===== config.mk =====
export PLATFORM = sky130hd
export DESIGN_NAME = posit_weight_serializer
export DESIGN_NICKNAME = d
export VERILOG_FILES = /design/src/rtl/posit_ser_pkg.sv /design/src/rtl/posit_weight_serializer_fifo2.sv /design/src/rtl/posit_weight_serializer.sv
export SDC_FILE = /design/constraint.sdc
export NUM_CORES = 1
export LEC_CHECK = 0
export CAP_MARGIN = 5
export CORE_ASPECT_RATIO = 1.1
export CORE_UTILIZATION = 26
export CTS_BUF_LIST = sky130_fd_sc_hd__clkbuf_2
export DETAILED_ROUTE_END_ITERATION = 10
export PLACE_DENSITY = 0.51
export SYNTH_ARGS = -nofsm -noshare
export SYNTH_HDL_FRONTEND = slang
export SYNTH_SLANG_ARGS = --single-unit

===== constraint.sdc =====
create_clock -name clk -period 4.3 [get_ports clk]
set_clock_uncertainty 0.2 [all_clocks]
set_input_delay 1.29 -clock clk [delete_from_list [all_inputs] [get_ports clk]]
set_output_delay 1.29 -clock clk [all_outputs]
set_load 0.02 [all_outputs]

===== src/rtl/posit_ser_pkg.sv =====
`default_nettype none
// +--------------------------------------------------------------------------+
// | Module      : posit_ser_pkg                                              |
// | Description : Shared constants, state encoding and the precision clamp   |
// |               used by the posit weight serializer and its input FIFO.    |
// |               No ports (package).                                        |
// | Revision    : 1.0 - initial release                                      |
// +--------------------------------------------------------------------------+
package posit_ser_pkg;

  localparam int SER_MAX_PREC = 8;  // widest posit word in bits
  localparam int SER_PREC_W   = 4;  // width of the precision field

  typedef enum logic [0:0] {
    IDLE  = 1'b0,
    SHIFT = 1'b1
  } state_t;

  // Posits narrower than 2 bits carry no regime, so 2 is the floor.
  function automatic int clamp_prec(input int p, input int max_p);
    if (p < 2) begin
      return 2;
    end else if (p > max_p) begin
      return max_p;
    end
    return p;
  endfunction

endpackage
`default_nettype wire


===== src/rtl/posit_weight_serializer_fifo2.sv =====
`default_nettype none
// +--------------------------------------------------------------------------+
// | Module      : posit_fifo2                                                |
// | Description : Two-entry synchronous FIFO with full/empty flags.          |
// |               Push and pop may occur in the same cycle.                  |
// | Ports       : clk, rst (async active-low), push_i, pop_i, din_i,         |
// |               dout_o (head word), full_o, empty_o                        |
// | Revision    : 1.0 - initial release                                      |
// +--------------------------------------------------------------------------+
module posit_fifo2
  import posit_ser_pkg::*;
#(
  parameter int W     = SER_MAX_PREC,
  parameter int DEPTH = 2
) (
  input  logic         clk,
  input  logic         rst,
  input  logic         push_i,
  input  logic         pop_i,
  input  logic [W-1:0] din_i,
  output logic [W-1:0] dout_o,
  output logic         full_o,
  output logic         empty_o
);

  logic [W-1:0] mem_q [2];
  logic         wr_q;
  logic         rd_q;
  logic [1:0]   cnt_q;
  logic [1:0]   cnt_d;
  logic         w_do_push;
  logic         w_do_pop;

  assign full_o    = (cnt_q == 2'(DEPTH));
  assign empty_o   = (cnt_q == 2'd0);
  assign dout_o    = mem_q[rd_q];
  // A push into a full FIFO is dropped even if a pop happens in the same
  // cycle; the slot freed by the pop becomes writable one cycle later.
  assign w_do_push = push_i && !full_o;
  assign w_do_pop  = pop_i && !empty_o;

  always_comb begin
    cnt_d = cnt_q;
    case ({w_do_push, w_do_pop})
      2'b10:   cnt_d = cnt_q + 2'd1;
      2'b01:   cnt_d = cnt_q - 2'd1;
      default: cnt_d = cnt_q;
    endcase
  end

  always_ff @(posedge clk or negedge rst) begin
    if (!rst) begin
      mem_q[0] <= '0;
      mem_q[1] <= '0;
      wr_q     <= 1'b0;
      rd_q     <= 1'b0;
      cnt_q    <= 2'd0;
    end else begin
      if (w_do_push) begin
        mem_q[wr_q] <= din_i;
        wr_q        <= ~wr_q;
      end
      if (w_do_pop) begin
        rd_q <= ~rd_q;
      end
      cnt_q <= cnt_d;
    end
  end

endmodule
`default_nettype wire


===== src/rtl/posit_weight_serializer.sv =====
`default_nettype none
// +--------------------------------------------------------------------------+
// | Module      : posit_weight_serializer                                    |
// | Description : Buffers parallel posit (es=0) weight words and streams     |
// |               each one MSB-first, one bit per enabled cycle, to the      |
// |               bit-serial FP x posit multiplier.                          |
// | Ports       : clk, rst (async active-low)                                |
// |               set/precision     - program word width while idle        |
// |               in_valid/in_ready/in_posit - parallel word handshake       |
// |               out_en            - downstream enable (0 freezes stream)   |
// |               w_out/valid_out/last_out - serial bit stream               |
// |               busy              - a word sits in the shift register      |
// | Revision    : 1.0 - initial release                                      |
// +--------------------------------------------------------------------------+
module posit_weight_serializer
  import posit_ser_pkg::*;
#(
  parameter int MAX_PREC   = SER_MAX_PREC,
  parameter int PREC_W     = SER_PREC_W,
  parameter int FIFO_DEPTH = 2
) (
  input  logic                clk,
  input  logic                rst,
  input  logic                set,
  input  logic [PREC_W-1:0]   precision,
  input  logic                in_valid,
  output logic                in_ready,
  input  logic [MAX_PREC-1:0] in_posit,
  input  logic                out_en,
  output logic                w_out,
  output logic                valid_out,
  output logic                last_out,
  output logic                busy
);

  state_t              state_q;
  state_t              state_d;
  logic [MAX_PREC-1:0] shift_q;
  logic [MAX_PREC-1:0] shift_d;
  logic [PREC_W-1:0]   cnt_q;
  logic [PREC_W-1:0]   cnt_d;
  logic [PREC_W-1:0]   prec_q;
  logic [PREC_W-1:0]   prec_d;

  logic [MAX_PREC-1:0] w_head;
  logic                w_full;
  logic                w_empty;
  logic                w_push;
  logic                w_pop;
  logic                w_last_bit;
  logic [PREC_W-1:0]   w_shamt;

  assign in_ready   = !w_full;
  assign w_push     = in_valid && in_ready;
  assign w_last_bit = (cnt_q == (prec_q - PREC_W'(1)));
  // Left-aligning the word pushes any bits above prec_q out of the register,
  // so the upper bits of in_posit never reach the stream.
  assign w_shamt    = PREC_W'(MAX_PREC) - prec_q;

  posit_fifo2 #(
    .W     (MAX_PREC),
    .DEPTH (FIFO_DEPTH)
  ) u_fifo (
    .clk     (clk),
    .rst     (rst),
    .push_i  (w_push),
    .pop_i   (w_pop),
    .din_i   (in_posit),
    .dout_o  (w_head),
    .full_o  (w_full),
    .empty_o (w_empty)
  );

  // State and datapath registers.
  always_ff @(posedge clk or negedge rst) begin
    if (!rst) begin
      state_q <= IDLE;
      shift_q <= '0;
      cnt_q   <= '0;
      prec_q  <= PREC_W'(MAX_PREC);
    end else begin
      state_q <= state_d;
      shift_q <= shift_d;
      cnt_q   <= cnt_d;
      prec_q  <= prec_d;
    end
  end

  // Next-state logic. A load on the last enabled bit of a word lets the next
  // word follow without a bubble cycle.
  always_comb begin
    state_d = state_q;
    shift_d = shift_q;
    cnt_d   = cnt_q;
    prec_d  = prec_q;
    w_pop   = 1'b0;

    if (!w_empty && ((state_q == IDLE) ||
                     ((state_q == SHIFT) && out_en && w_last_bit))) begin
      w_pop   = 1'b1;
      shift_d = w_head << w_shamt;
      cnt_d   = '0;
      state_d = SHIFT;
    end else if ((state_q == SHIFT) && out_en) begin
      if (w_last_bit) begin
        state_d = IDLE;
        shift_d = '0;
        cnt_d   = '0;
      end else begin
        shift_d = shift_q << 1;
        cnt_d   = cnt_q + PREC_W'(1);
      end
    end

    // Precision can only change with nothing in flight, so a word is never
    // split across two widths.
    if (set && (state_q == IDLE) && w_empty) begin
      prec_d = PREC_W'(clamp_prec(int'(precision), MAX_PREC));
    end
  end

  // Outputs depend only on registers plus the downstream enable.
  always_comb begin
    busy      = (state_q == SHIFT);
    w_out     = busy ? shift_q[MAX_PREC-1] : 1'b0;
    valid_out = busy && out_en;
    last_out  = busy && out_en && w_last_bit;
  end

endmodule
`default_nettype wire


# Word level (Yosys, flattened, before mapping)
# Cells that the tools add are included.
[totals]
reg_bits = 37
latchBits = 0
ram_bits = 0
rom_bits = 0
inputBits = 17
output_inout_bits = 5
elab_cells = 70
mem_count = 0
[classes]
addsub = 5
n_mul = 0
n_div = 0
magnitude_cmp = 5
eq_ne = 4
shifts = 1
muxes = 24
n_bitwise = 5
n_reduce_logical = 17
[op_table]
columns = ["cell", "count"]
rows = [
  ["2-to-1 mux 8 bit", 7],
  ["2-to-1 mux 4 bit", 6],
  ["bitwise mux 16 bit", 1],
  ["logical AND 1 bit", 9],
  ["demux 8 bit (select 1 bit)", 1],
  ["2-to-1 mux 1 bit", 8],
  ["<< shifter 8 x 4 -> 8 bit", 1],
  ["nonzero test 2 bit", 3],
  ["adder 4 x 1 -> 4 bit, second input constant", 1],
  ["equality test 2 bit, second input constant", 2],
  ["equality test 4 bit", 1],
  ["greater-or-equal comparator 2 bit, second input constant", 2],
  ["greater-than comparator 4 bit, second input constant", 1],
  ["less-than comparator 4 x 2 -> 1 bit, second input constant", 1],
  ["NOT 1 -> 2 bit", 2],
  ["one-hot mux 2 bit (2 select lines)", 1],
  ["subtractor 4 x 1 -> 4 bit, second input constant", 1],
  ["subtractor 4 bit, first input constant", 1],
  ["NOT 1 bit", 3],
  ["adder 2 x 1 -> 2 bit, second input constant", 1],
  ["equality test 2 x 1 -> 1 bit, second input constant", 1],
  ["logical NOT 1 bit", 2],
  ["logical NOT 2 bit", 1],
  ["less-than comparator 2 x 1 -> 1 bit, second input constant", 1],
  ["3 further kinds", 3],
]

# Longest topological paths before layout
[depth]
ltp_word = 9
mapped_depth = 10

# Modules after synthesis
# Synthesis repeated with hierarchy kept, for this count alone.
[hier_totals]
cells_unflattened = 189
hier_area_um2 = 2133.3
[by_module_without_submodules]
columns = ["mod", "n_inst", "cells_per_inst", "area_each_um2", "seq_area_each_um2"]
rows = [
  ["posit_weight_serializer", 1, 129, 1242.4, 426.7],
  ["posit_fifo2", 1, 60, 890.9, 500.5],
]

# Least setup slack after synthesis
# No wires, ideal clock.
[synth_timing]
path_kind = "flip-flop to output port"
startpoint = "register prec_q[0]"
endpoint = "output last_out"
arrival_time_ns = 1.913
required_ns = 2.810
path_slack_ns = 0.897
path_stages_with_launch = 8
path_buffers = 1
cell_sequence = "dfrtp_1 -> buf_4 -> inv_1 -> ha_1 -> xor2_1 -> nand3_2 -> or2_1 -> nor2_1"
[synth_via]
elab_chain_cells = 3
[synth_rtl]
columns = ["item", "line", "rtl"]
rows = [
  ["start, declared", "posit_weight_serializer.sv:42", "logic [PREC_W-1:0] prec_q;"],
  ["start signal, assigned", "posit_weight_serializer.sv:80", "prec_q <= PREC_W'(MAX_PREC);"],
  ["start signal, assigned", "posit_weight_serializer.sv:85", "prec_q <= prec_d;"],
  ["subtractor 4 x 1 -> 4 bit", "posit_weight_serializer.sv:55", "assign w_last_bit = (cnt_q == (prec_q - PREC_W'(1)));"],
  ["equality test 4 bit", "posit_weight_serializer.sv:55", ""],
  ["logical AND 1 bit", "posit_weight_serializer.sv:127", "last_out = busy && out_en && w_last_bit;"],
  ["end, declared", "posit_weight_serializer.sv:32", "output logic last_out,"],
]
# No other way between the ends.

# Worst setup path in the final report
[layout_timing]
startpoint = "input out_en"
endpoint = "output last_out"
[layout_via]
elab_chain_cells = 2
[layout_rtl]
columns = ["item", "line", "rtl"]
rows = [
  ["start, declared", "posit_weight_serializer.sv:29", "input logic out_en,"],
  ["logical AND 1 bit (2 in a row)", "posit_weight_serializer.sv:127", ""],
]
# No other way between the ends.

==> flow_summary.yaml <==
floorplanning:
  die-width_um: 88.4
  start_util_pct: 27.0
  rows: 34
  core-area_um2: 7910
  design.portCount: 22
  die_h_um: 97.0
  dieArea_um2: 8580
pwr:
  peakVddDrop_mv: 0.206
  power.density_nw_per_um2: 539
  power_leakage_nw: 1.06
  finalPower_mw: 1.36
placement:
  place_ws_ns: 0.184
  place.gp.congestion: 0.768
  port_buffers: 21
  placed_area_um2: 2470
  dp_hpwl_um: 3090
  placedCellCount: 304
routing:
  drc: 0
  drt_iter0_drc: 111
  wirelength_um: 4290
  via_per_inst: 4.65
  drt.antenna.violating_nets: 0
  wl_per_cell_um: 13.8
  drt-pass1-iter-count: 4
  dr_total_vias: 1452
logic_synthesis:
  syn_area_per_cell_um2: 12.1
  synthArstFlopShare_pct: 100
  synth.distinct_cells: 52
  synth-main-ff-cell: "dfrtp_1"
  synthCells: 177
  syn_area_um2: 2130
  synth_edf_count: 0
  yosysTopAreaCellShare_pct: 42.2
  synthTopCellsByArea: "dfrtp_1 (42%), mux2_2 (10%), mux4_2 (5.3%)"
  yosysTopAreaCell: "dfrtp_1"
  yosysWarningCount: 0
  synth-seq-cells: 37
  mappedNetlistNets: 198
  ys_seq_area_share_pct: 43.4
job:
  cap_violations: 0
layout:
  fin_area_um2: 2530
  instances_no_fill: 312
  nFillCells: 819
  antenna_cells: 0
  area_growth_pct: 18.5
  drive_gt1_share_pct: 22.5
  nets: 224
  final_core_util_pct: 32.0
timing:
  post-route-period-util_pct: 95.8
  worst_pin_slew_ns: 0.869
  fin_ws_ns: 0.179
  slew_headroom_pct: 42.1
  max_freq_mhz: 243
  drv_slew: 0
  min_period_ns: 4.12
  fin_tns_setup_ns: 0
  hold_viol: 0
  finalSetupViolCount: 0
  rsz0062_at_grt: "no"
  holdWs_ns: 0.312
clocking:
  cts-root-buf: "clkbuf_2"
  cts_buffers: 5
  clkLatencyLatePin_ns: 0.38
  postCtsHoldBufs: 0
  post_cts_buffers: 0
  cts_htree_levels: 2
  cts.path.max_buffers: 2
  cts-resized-gates: 0
  cts_tree: "built"
  path_clk_slew_ns: 0.19
  cts_sinks: 37
critical_path:
  path_max_fanout: 4
  crit_required_ns: 2.81
  critPathKind: "input pin to output pin"
  cp-end-kind: "output pin"
  crit_arrival_ns: 2.63
  max_stage_delay_ns: 0.60
  crit_chain: "clkdlybuf4s50_1 -> nand2_1 -> nor2_1 -> clkdlybuf4s50_1"
  slowest_stage: "clkdlybuf4s50_1"
  cp-start-kind: "input pin"
  crit_top_cell: "clkdlybuf4s50_1"
global_routing:
  track_usage_pct: 11.3
  grt_max_degree: 38
  grt_first_pass_wirelength_um: 7460
  antenna_found_initial: 0
  grt_overflow_total: 0
  grt_pass1_vias: 1453
run_status:
  run_status: "completed"
hold_path:
  hold_class: "flip-flop to flip-flop"
## kinds of logic (layout without fill, tap and decap cells)
logic type	Yosys count	in the layout	synth area share [%]
xor+xnor	10	10	5.10
compound gates	38	38	14.9
mux	31	31	19.3
flops	37	37	43.4
fa+ha+maj	4	4	2.34
buf+inv	11	38	2.52
simple gates	46	46	12.3
## routing by layer
layer	global-route usage, %	vias up	part of all wire, %
li1	-	716	-
met1	15.9	712	50
met2	16.8	18	46
met3	2.82	6	2.8
met4	3.72	0	1.4
met5	0	-	0
## flip-flops by register name (all words and copies together), names as in the netlist
| signal | cells |
|---|---|
| u_fifo.mem_q | 16 |
| shift_q | 8 |
| cnt_q | 4 |
| prec_q | 4 |
| u_fifo.cnt_q | 2 |
| busy | 1 |
| u_fifo.rd_q | 1 |
| u_fifo.wr_q | 1 |
## path summary, 6_finish.rpt
check,start,end,slack [ns],cells after the start
max in group asynchronous,rst,prec_q[0],2.57,1
min reg2reg,shift_q[0],shift_q[0],0.31,1
max,out_en,last_out,0.18,4
min in group asynchronous,rst,u_fifo.mem_q[8],0.79,1
min,shift_q[0],shift_q[0],0.31,1
max reg2reg,prec_q[0],u_fifo.cnt_q[1],1.70,8
## layout by cell type, fill, tap and decap left out, drive strengths merged, types with 2 or more instances in the layout
| master | instances |
|---|---|
| o22ai | 2 |
| a21o | 2 |
| and2 | 4 |
| inv | 6 |
| or2 | 2 |
| nor3 | 3 |
| dfrtp | 36 |
| a21oi | 2 |
| xnor2 | 5 |
| nor4b | 2 |
| o21ai | 10 |
| xor2 | 4 |
| mux4 | 6 |
| nand3 | 3 |
| ha | 4 |
| mux2 | 19 |
| nor2b | 3 |
| a221o | 7 |
| nor2 | 10 |
| clkbuf | 6 |
| o31ai | 4 |
| nand2 | 11 |
| a31oi | 2 |
| mux2i | 6 |
| clkdlybuf4s50 | 20 |
| o32ai | 2 |
| nor3b | 4 |
| buf | 4 |
## cell type report
| class | instances | area [um^2] | share of cell area (%) |
|---|---|---|---|
| multi-input cells | 129 | 1150 | 45.6 |
| repair buffers | 24 | 228 | 9.00 |
| flip-flops and latches | 37 | 927 | 36.6 |
| clock buffers | 6 | 30.0 | 1.19 |
| inverters | 6 | 22.5 | 0.890 |
| clock inverters | 2 | 33.8 | 1.34 |
| well taps | 108 | 135 | 5.34 |
## Yosys cell counts (2+ instances only)
| library cell | instances |
|---|---|
| mux4_2 | 5 |
| mux2i_1 | 6 |
| nand3_1 | 2 |
| nor2b_1 | 3 |
| dfrtp_1 | 36 |
| nor3b_1 | 4 |
| and2_1 | 3 |
| nor2_2 | 2 |
| a21o_1 | 2 |
| a221o_1 | 7 |
| clkbuf_1 | 2 |
| o21ai_1 | 2 |
| nand2_1 | 11 |
| ha_1 | 4 |
| nor3_1 | 3 |
| o21ai_0 | 8 |
| a21oi_1 | 2 |
| mux2_2 | 19 |
| o31ai_1 | 4 |
| nor2_1 | 8 |
| xor2_1 | 3 |
| inv_1 | 6 |
| xnor2_1 | 5 |
| o22ai_1 | 2 |
## report_power, final
group | switching [mW] | internal (mW) | total [mW]
Sequential | 0.132 | 0.467 | 0.598
Combinational | 0.224 | 0.326 | 0.550
Clock | 0.117 | 0.0993 | 0.216
## critical path, delay by kind of cell
kind / cells / cell delay [ns]
buffers and inverters: 2 / 1.08
and+or+nand+nor: 2 / 0.26
No activity file was read; power rests on OpenSTA's default activity.
